### config.mk
export PLATFORM = sky130hd
export DESIGN_NAME = uart_rx_fsm
export DESIGN_NICKNAME = d
export VERILOG_FILES = /design/src/rtl/uart_rx_fsm.sv
export SDC_FILE = /design/constraint.sdc
export NUM_CORES = 1
export LEC_CHECK = 0
export ABC_AREA = 1
export BUFFER_PORTS_ARGS = -buffer_cell sky130_fd_sc_hd__buf_2
export CELL_PAD_IN_SITES_DETAIL_PLACEMENT = 0
export CELL_PAD_IN_SITES_GLOBAL_PLACEMENT = 1
export CORE_UTILIZATION = 42
export CTS_CLUSTER_DIAMETER = 80
export DETAILED_ROUTE_END_ITERATION = 6
export PLACE_DENSITY = 0.86
export SYNTH_ARGS = -nofsm -noshare
export SYNTH_HDL_FRONTEND = slang
export SYNTH_SLANG_ARGS = --single-unit
### constraint.sdc
create_clock -name CLK -period 4.5 [get_ports CLK]
set_clock_uncertainty 0.05 [all_clocks]
set_input_delay 0.225 -clock CLK [delete_from_list [all_inputs] [get_ports CLK]]
set_output_delay 0.225 -clock CLK [all_outputs]
set_load 0.02 [all_outputs]
### src/rtl/uart_rx_fsm.sv
// UART receive sequencer: walks start/data/parity/stop bits on an oversampled
// edge counter and strobes the sampler, deserializer and frame checkers.
module uart_rx_fsm #(
    parameter int DATA_WIDTH = 8,
    parameter int PRESC_W    = 6,
    parameter int BITC_W     = 4
) (
    input  logic               CLK,
    input  logic               RST,
    input  logic               RX_IN,
    input  logic               PAR_EN,
    input  logic [PRESC_W-1:0] prescale,
    input  logic               strt_glitch,
    input  logic               par_err,
    input  logic               stp_err,
    output logic [PRESC_W-1:0] edge_cnt,
    output logic [BITC_W-1:0]  bit_cnt,
    output logic               dat_samp_en,
    output logic               deser_en,
    output logic               strt_chk_en,
    output logic               par_chk_en,
    output logic               stp_chk_en,
    output logic               finish_s,
    output logic               disable_err,
    output logic               data_valid
);

    typedef enum logic [2:0] {
        S_IDLE   = 3'd0,
        S_START  = 3'd1,
        S_DATA   = 3'd2,
        S_PARITY = 3'd3,
        S_STOP   = 3'd4,
        S_DONE   = 3'd5
    } state_e;

    state_e             state_q, state_d;
    logic [PRESC_W-1:0] edge_q, edge_d;
    logic [PRESC_W-1:0] p_q, p_d;
    logic [BITC_W-1:0]  bit_q, bit_d;
    logic [PRESC_W-1:0] presc_even_s;
    logic [PRESC_W-1:0] presc_norm_s;
    logic [PRESC_W-1:0] half_s;
    logic               last_edge_s;
    logic               fin_hit_s;
    logic               enter_start_s;

    assign presc_even_s = {prescale[PRESC_W-1:1], 1'b0};
    assign half_s       = p_q >> 1;
    assign last_edge_s  = (edge_q == (p_q - PRESC_W'(1)));
    assign fin_hit_s    = (edge_q == (half_s + PRESC_W'(2)));

    // Clamp the oversampling ratio so the checker flags always settle before they are read
    always_comb begin
        if (presc_even_s < PRESC_W'(8)) begin
            presc_norm_s = PRESC_W'(8);
        end else begin
            presc_norm_s = presc_even_s;
        end
    end

    // Next-state decision for the frame walk
    always_comb begin
        state_d = state_q;
        case (state_q)
            S_IDLE: begin
                if (!RX_IN) state_d = S_START;
                else        state_d = S_IDLE;
            end
            S_START: begin
                if (last_edge_s) state_d = strt_glitch ? S_IDLE : S_DATA;
                else             state_d = S_START;
            end
            S_DATA: begin
                if (last_edge_s && (bit_q == BITC_W'(DATA_WIDTH))) state_d = PAR_EN ? S_PARITY : S_STOP;
                else                                               state_d = S_DATA;
            end
            S_PARITY: begin
                if (last_edge_s) state_d = S_STOP;
                else             state_d = S_PARITY;
            end
            S_STOP: begin
                if (last_edge_s) state_d = S_DONE;
                else             state_d = S_STOP;
            end
            S_DONE: begin
                if (!RX_IN) state_d = S_START;
                else        state_d = S_IDLE;
            end
            default: state_d = S_IDLE;
        endcase
    end

    // Edge/bit counters and the prescale latch; P is only taken when a frame starts from idle
    always_comb begin
        enter_start_s = (state_d == S_START) && (state_q != S_START);
        if (enter_start_s || (state_d == S_IDLE)) begin
            edge_d = '0;
            bit_d  = '0;
        end else if (last_edge_s) begin
            edge_d = '0;
            bit_d  = bit_q + BITC_W'(1);
        end else begin
            edge_d = edge_q + PRESC_W'(1);
            bit_d  = bit_q;
        end
        if ((state_q == S_IDLE) && enter_start_s) begin
            p_d = presc_norm_s;
        end else begin
            p_d = p_q;
        end
    end

    // State and counter registers
    always_ff @(posedge CLK or posedge RST) begin
        if (RST) begin
            state_q <= S_IDLE;
            edge_q  <= '0;
            bit_q   <= '0;
            p_q     <= PRESC_W'(8);
        end else begin
            state_q <= state_d;
            edge_q  <= edge_d;
            bit_q   <= bit_d;
            p_q     <= p_d;
        end
    end

    // Strobe decode from registered state and counters only
    always_comb begin
        dat_samp_en = 1'b0;
        deser_en    = 1'b0;
        strt_chk_en = 1'b0;
        par_chk_en  = 1'b0;
        stp_chk_en  = 1'b0;
        finish_s    = 1'b0;
        disable_err = 1'b0;
        data_valid  = 1'b0;
        case (state_q)
            S_START: begin
                dat_samp_en = 1'b1;
                strt_chk_en = 1'b1;
                finish_s    = fin_hit_s;
                disable_err = last_edge_s & strt_glitch;
            end
            S_DATA: begin
                dat_samp_en = 1'b1;
                deser_en    = 1'b1;
                finish_s    = fin_hit_s;
            end
            S_PARITY: begin
                dat_samp_en = 1'b1;
                par_chk_en  = 1'b1;
                finish_s    = fin_hit_s;
            end
            S_STOP: begin
                dat_samp_en = 1'b1;
                stp_chk_en  = 1'b1;
                finish_s    = fin_hit_s;
            end
            S_DONE: begin
                disable_err = 1'b1;
                data_valid  = ~par_err & ~stp_err;
            end
            default: begin
                dat_samp_en = 1'b0;
            end
        endcase
    end

    assign edge_cnt = edge_q;
    assign bit_cnt  = bit_q;

endmodule

-- Word-level counts from Yosys, hierarchy flattened
Cells that the tools add are included.
- input port bits: 13
- register bits: 19
- logic and storage cells: 53
- muxes and demuxes: 21
- add/sub/neg operators: 4
- bitwise logic cells: 4
- eq/ne operators: 10
- order comparisons: 1
- reductions and logical operators: 9
- operator list (cell ; number):
    two-way mux 6 bit ; 3
    one-hot mux 3 bit (5 select lines) ; 1
    equality test 6 bit ; 2
    two-way mux 1 bit ; 9
    two-way mux 3 bit ; 3
    two-way mux 4 bit ; 2
    adder 5 x 2 -> 6 bit, second input constant ; 1
    adder 6 x 1 -> 6 bit, second input constant ; 1
    equality test 3 x 1 -> 1 bit, second input constant ; 2
    equality test 3 x 2 -> 1 bit, second input constant ; 2
    equality test 3 bit, second input constant ; 2
    zero test 3 bit ; 2
    less-than comparator 6 x 4 -> 1 bit, second input constant ; 1
    subtractor 6 x 1 -> 6 bit, second input constant ; 1
    adder 4 x 1 -> 4 bit, second input constant ; 1
    equality test 4 bit, second input constant ; 1
    two-way mux 2 bit ; 2
    OR reduction 4 bit ; 1
    logical AND 1 bit ; 3
    inequality test 3 x 1 -> 1 bit, second input constant ; 1
    AND 1 bit ; 2
    NOT 1 bit ; 2
    one-hot mux 1 bit (2 select lines) ; 1
    nonzero test 2 bit ; 1
    2 further kinds ; 2

-- Depth between registers and ports, before layout
- word-level depth: 9
- gate-level depth with buffers: 15
- mapped depth without buffers: 15

-- Least setup slack after synthesis
OpenSTA, ideal clock, no wires.
- kind: flip-flop to output port
- start: register state_q[2]
- end: output port finish_s
- arrival: 2.010 ns
- setup slack: 2.215 ns
- path buffers: 0
- data required time: 4.225 ns
- cell stages (with the launch flop): 6
- cell sequence: dfrtp_1 inv_1 nor3_1 nand3b_1 nand3_1 nor3_1
- cells in the longest elaborated chain, start to end: 3
- RTL lines (what ; line ; text):
    start, declared ; 37 ; state_e state_q, state_d;
    start signal, assigned ; 122 ; state_q <= state_d;
    equality test 3 x 1 -> 1 bit, or another cell as far along ; 139 ; case (state_q)
    OR reduction 4 bit (no line) (*) ; -- ;
    two-way mux 1 bit (*) ; 139 ;
    end, declared ; 23 ; output logic finish_s,
Mark *: on every way between the ends. The rest lies on a longest branch, timed or not.

-- Worst setup path after layout
- start: register p_q[3]
- end: output port disable_err
- cells in the longest elaborated chain, start to end: 4
- RTL lines (what ; line ; text):
    start, declared ; 39 ; logic [PRESC_W-1:0] p_q, p_d;
    start signal, assigned ; 125 ; p_q <= p_d;
    subtractor 6 x 1 -> 6 bit ; 50 ; assign last_edge_s = (edge_q == (p_q - PRESC_W'(1)));
    equality test 6 bit ; 50 ;
    AND 1 bit ; 144 ; disable_err = last_edge_s & strt_glitch;
    one-hot mux 1 bit (2 select lines) ; 139 ;
    end, declared ; 24 ; output logic disable_err,
Every way passes these cells.

==> flow_metrics.env <==
export IMPL_coreArea_mm2=0.00310
export IMPL_place_ws_ns=2.16
export IMPL_n_fill_cell=331
export IMPL_synth_compound_area_share_pct=11.2
export IMPL_final_nets=226
export IMPL_irDropWorstVdd_mv=0.286
export IMPL_diodes=0
export IMPL_initial_core_util_pct=45.1
export IMPL_numCtsBuffers=3
export IMPL_cts_sinks=18
export IMPL_finalSetupViolations=0
export IMPL_seqPwrFrac_pct=33.5
export IMPL_hold_class="in -> reg"
export IMPL_cts_max_path_buffers=2
export IMPL_drtIter0Drc=38
export IMPL_die_area_mm2=0.00357
export IMPL_clk_latency_ns=0.30
export IMPL_die_height_um=59.7
export IMPL_postCtsSetupBuffers=0
export IMPL_seq_area_frac_synth_pct=32.3
export IMPL_fin_hold_ws_ns=0.152
export IMPL_drtPass1Iterations=4
export IMPL_yosys_warnings=0
export IMPL_internal_power_uw=449
export IMPL_cp_data_arrival_time_ns=2.20
export IMPL_rrSetupSlack_ns=2.18
export IMPL_die_w_um=59.7
export IMPL_drv_slew=0
export IMPL_dp_hpwl_um=2340
export IMPL_htreeDepth=1
export IMPL_drive_gt1_share_pct=30.7
export IMPL_syn_inst=175
export IMPL_period_needed_ns=2.48
export IMPL_synthSimpleGateAreaFrac_pct=32.0
export IMPL_port_buffers=29
export IMPL_gp_congestion=0.809
export IMPL_grt_ovfl_total=0
export IMPL_muxShareOfSynthArea_pct=0
export IMPL_grt_usage_pct=18.4
export IMPL_setup_ws_ns=2.02
export IMPL_ctsRootBufferMaster="clkbuf_4"
export IMPL_cts_tree="built"
export IMPL_ys_ff_latch=18
export IMPL_syn_to_final_growth_pct=14.1
export IMPL_num_rows=20
export IMPL_grt_start_max_net_pins=19
export IMPL_io_pins=31
export IMPL_vias=1234
export IMPL_clk_pin_slew_ns=0.10
export IMPL_synth_top_family_by_area="simple AND/OR/NAND/NOR gates"
export IMPL_ant_nets=0
export IMPL_clkPwrFrac_pct=11.2
export IMPL_first_global_vias=1113
export IMPL_cp_end_kind="output pin"
export IMPL_relSlewSlack_pct=55.5
export IMPL_synthesis_nets=195
export IMPL_post_route_period_util_pct=55.1
export IMPL_routed_via_density=4.96
export IMPL_max_freq_mhz=404
export IMPL_syn_cell_area_mm2=0.00140
export IMPL_grt_pass1_wl_um=4930
export IMPL_syn_area_per_cell_um2=8.00
export IMPL_finalHoldViolCount=0
export IMPL_path_max_fanout=13
export IMPL_status="finished, final reports clean"
export IMPL_rsz0062_at_grt="false"
export IMPL_worst_ep_required_time_ns=4.22
export IMPL_p_total_uw=900
export IMPL_critPathKind="reg -> out"
export IMPL_antenna_found_initial=0
export IMPL_cp_start_kind="flip-flop"
export IMPL_leakage_nw=0.815
export IMPL_power_frac_comb_pct=55.3
export IMPL_yosys_area_share_adder_pct=6.26
export IMPL_drc_errors=0
export IMPL_powerDensity_mw_per_mm2=564
export IMPL_synth_cell_type_count=30
export IMPL_drt_total_wl_um=2940
export IMPL_maxCapViolations=0
export IMPL_wl_per_cell_um=11.8
export IMPL_synth_xor_area_share_pct=8.13
export IMPL_worst_slew_pin_slew_ns=0.667
export IMPL_power_switching_uw=451
export IMPL_p_sw_share_pct=50.1
export IMPL_tns_ns=0
-- kinds of logic after synthesis --
family / count (synthesis)
AOI/OAI and AO/OA: 23
xor gates and xnor gates: 13
adders and majority gates: 7
buffers and inverters: 28
DFF: 18
and+or+nand+nor: 86
-- routing by layer --
layer  vias up  GRT usage [%]  routed length [um]
li1        625              -                   -
met1       580           23.7                1290
met2        24           31.4                1490
met3         5           3.90                 138
met4         0           4.65                  21
met5         -              0                   0
-- cells in the final DEF (no fill, tap or decap) --
cell	count
dfrtp_1	17
nor3_4	1
clkbuf_4	3
nand3b_1	1
a21oi_2	11
ha_1	7
inv_1	16
buf_2	29
o21ai_1	2
nand4_1	5
inv_4	1
clkbuf_8	1
a21oi_1	9
nand3_1	14
nor2_1	9
nand2_2	4
clkinv_2	1
xor2_1	10
nand2_4	2
nor2_2	1
xnor2_1	3
nand4_4	1
nor2_8	1
nand2_1	39
o21ai_0	1
inv_2	5
dlygate4sd3_1	1
nor2_4	1
nor3_1	6
dfstp_2	1
clkinv_1	1
and3_1	1
-- critical path, cell delays in order (launching register included) --
cell and delay (ns):
dfstp_2 0.59, inv_2 0.08, ha_1 0.17, nand2_1 0.06, nand2_1 0.06, inv_1 0.06
nand2_1 0.05, nand2_1 0.06, nand2_2 0.08, nor2_4 0.34, nand3_1 0.12, nand2_1 0.07
buf_2 0.15
-- through the flow --
step                      cells  util [%]  area (um2)
after floorplan             175         -        1400
after global placement      244      50.0        1550
after detailed placement    244      50.0        1550
after CTS                   249      51.5        1600
after global routing        249      51.5        1600
final                       249      51.5        1600
-- power by group through the flow --
stage / Combinational, mW / Sequential, mW / Clock [mW]
after detailed placement: 0.500 / 0.305 / 0
after floorplan: 0.419 / 0.294 / 0
after CTS: 0.503 / 0.301 / 0.104
after global placement: 0.488 / 0.303 / 0
after global routing: 0.564 / 0.312 / 0.112
final: 0.498 / 0.302 / 0.101
-- flip-flops by register name (all words and copies together) (netlist names) --
signal    flops
edge_cnt      6
p_q           5
bit_cnt       4
state_q       3
-- final cells by class --
| type | instances | area [um2] | share of cell area [%] |
|---|---|---|---|
| clock buffers | 4 | 36.3 | 2.27 |
| inverters | 24 | 93.8 | 5.87 |
| repair buffers | 30 | 155 | 9.71 |
| multi-input cells | 129 | 806 | 50.4 |
| flip-flops and latches | 18 | 452 | 28.3 |
| well taps | 44 | 55.1 | 3.45 |
-- cell usage after synthesis, drive strengths merged --
library cell  count  area (um2)
dfrtp            17         425
ha                7        87.6
clkinv            2        8.75
nor2             12        71.3
nand3b            1        7.51
nor3              7        46.3
o21ai             3        15.0
nand4             6        52.6
nand2            45         194
a21oi            20         141
dfstp             1        26.3
nand3            14        70.1
xor2             10        87.6
inv              22        85.1
and3              1        6.26
xnor2             3        26.3
buf               4        48.8
-- what timing repair did --
action | in CTS | in global routing
hold buffers | 1 | 0
hold endpoints to repair | 17 | 0
resized for setup | 0 | 0
-- worst paths after layout --
path	cells past startpoint	endpoint	from
max	12	disable_err	p_q[3]
min	3	p_q[5]	prescale[5]
max reg2reg	14	bit_cnt[1]	p_q[3]
min reg2reg	2	p_q[3]	p_q[3]
max in group asynchronous	3	p_q[4]	RST
min in group asynchronous	3	bit_cnt[2]	RST
No activity file was read; power rests on OpenSTA's default activity.
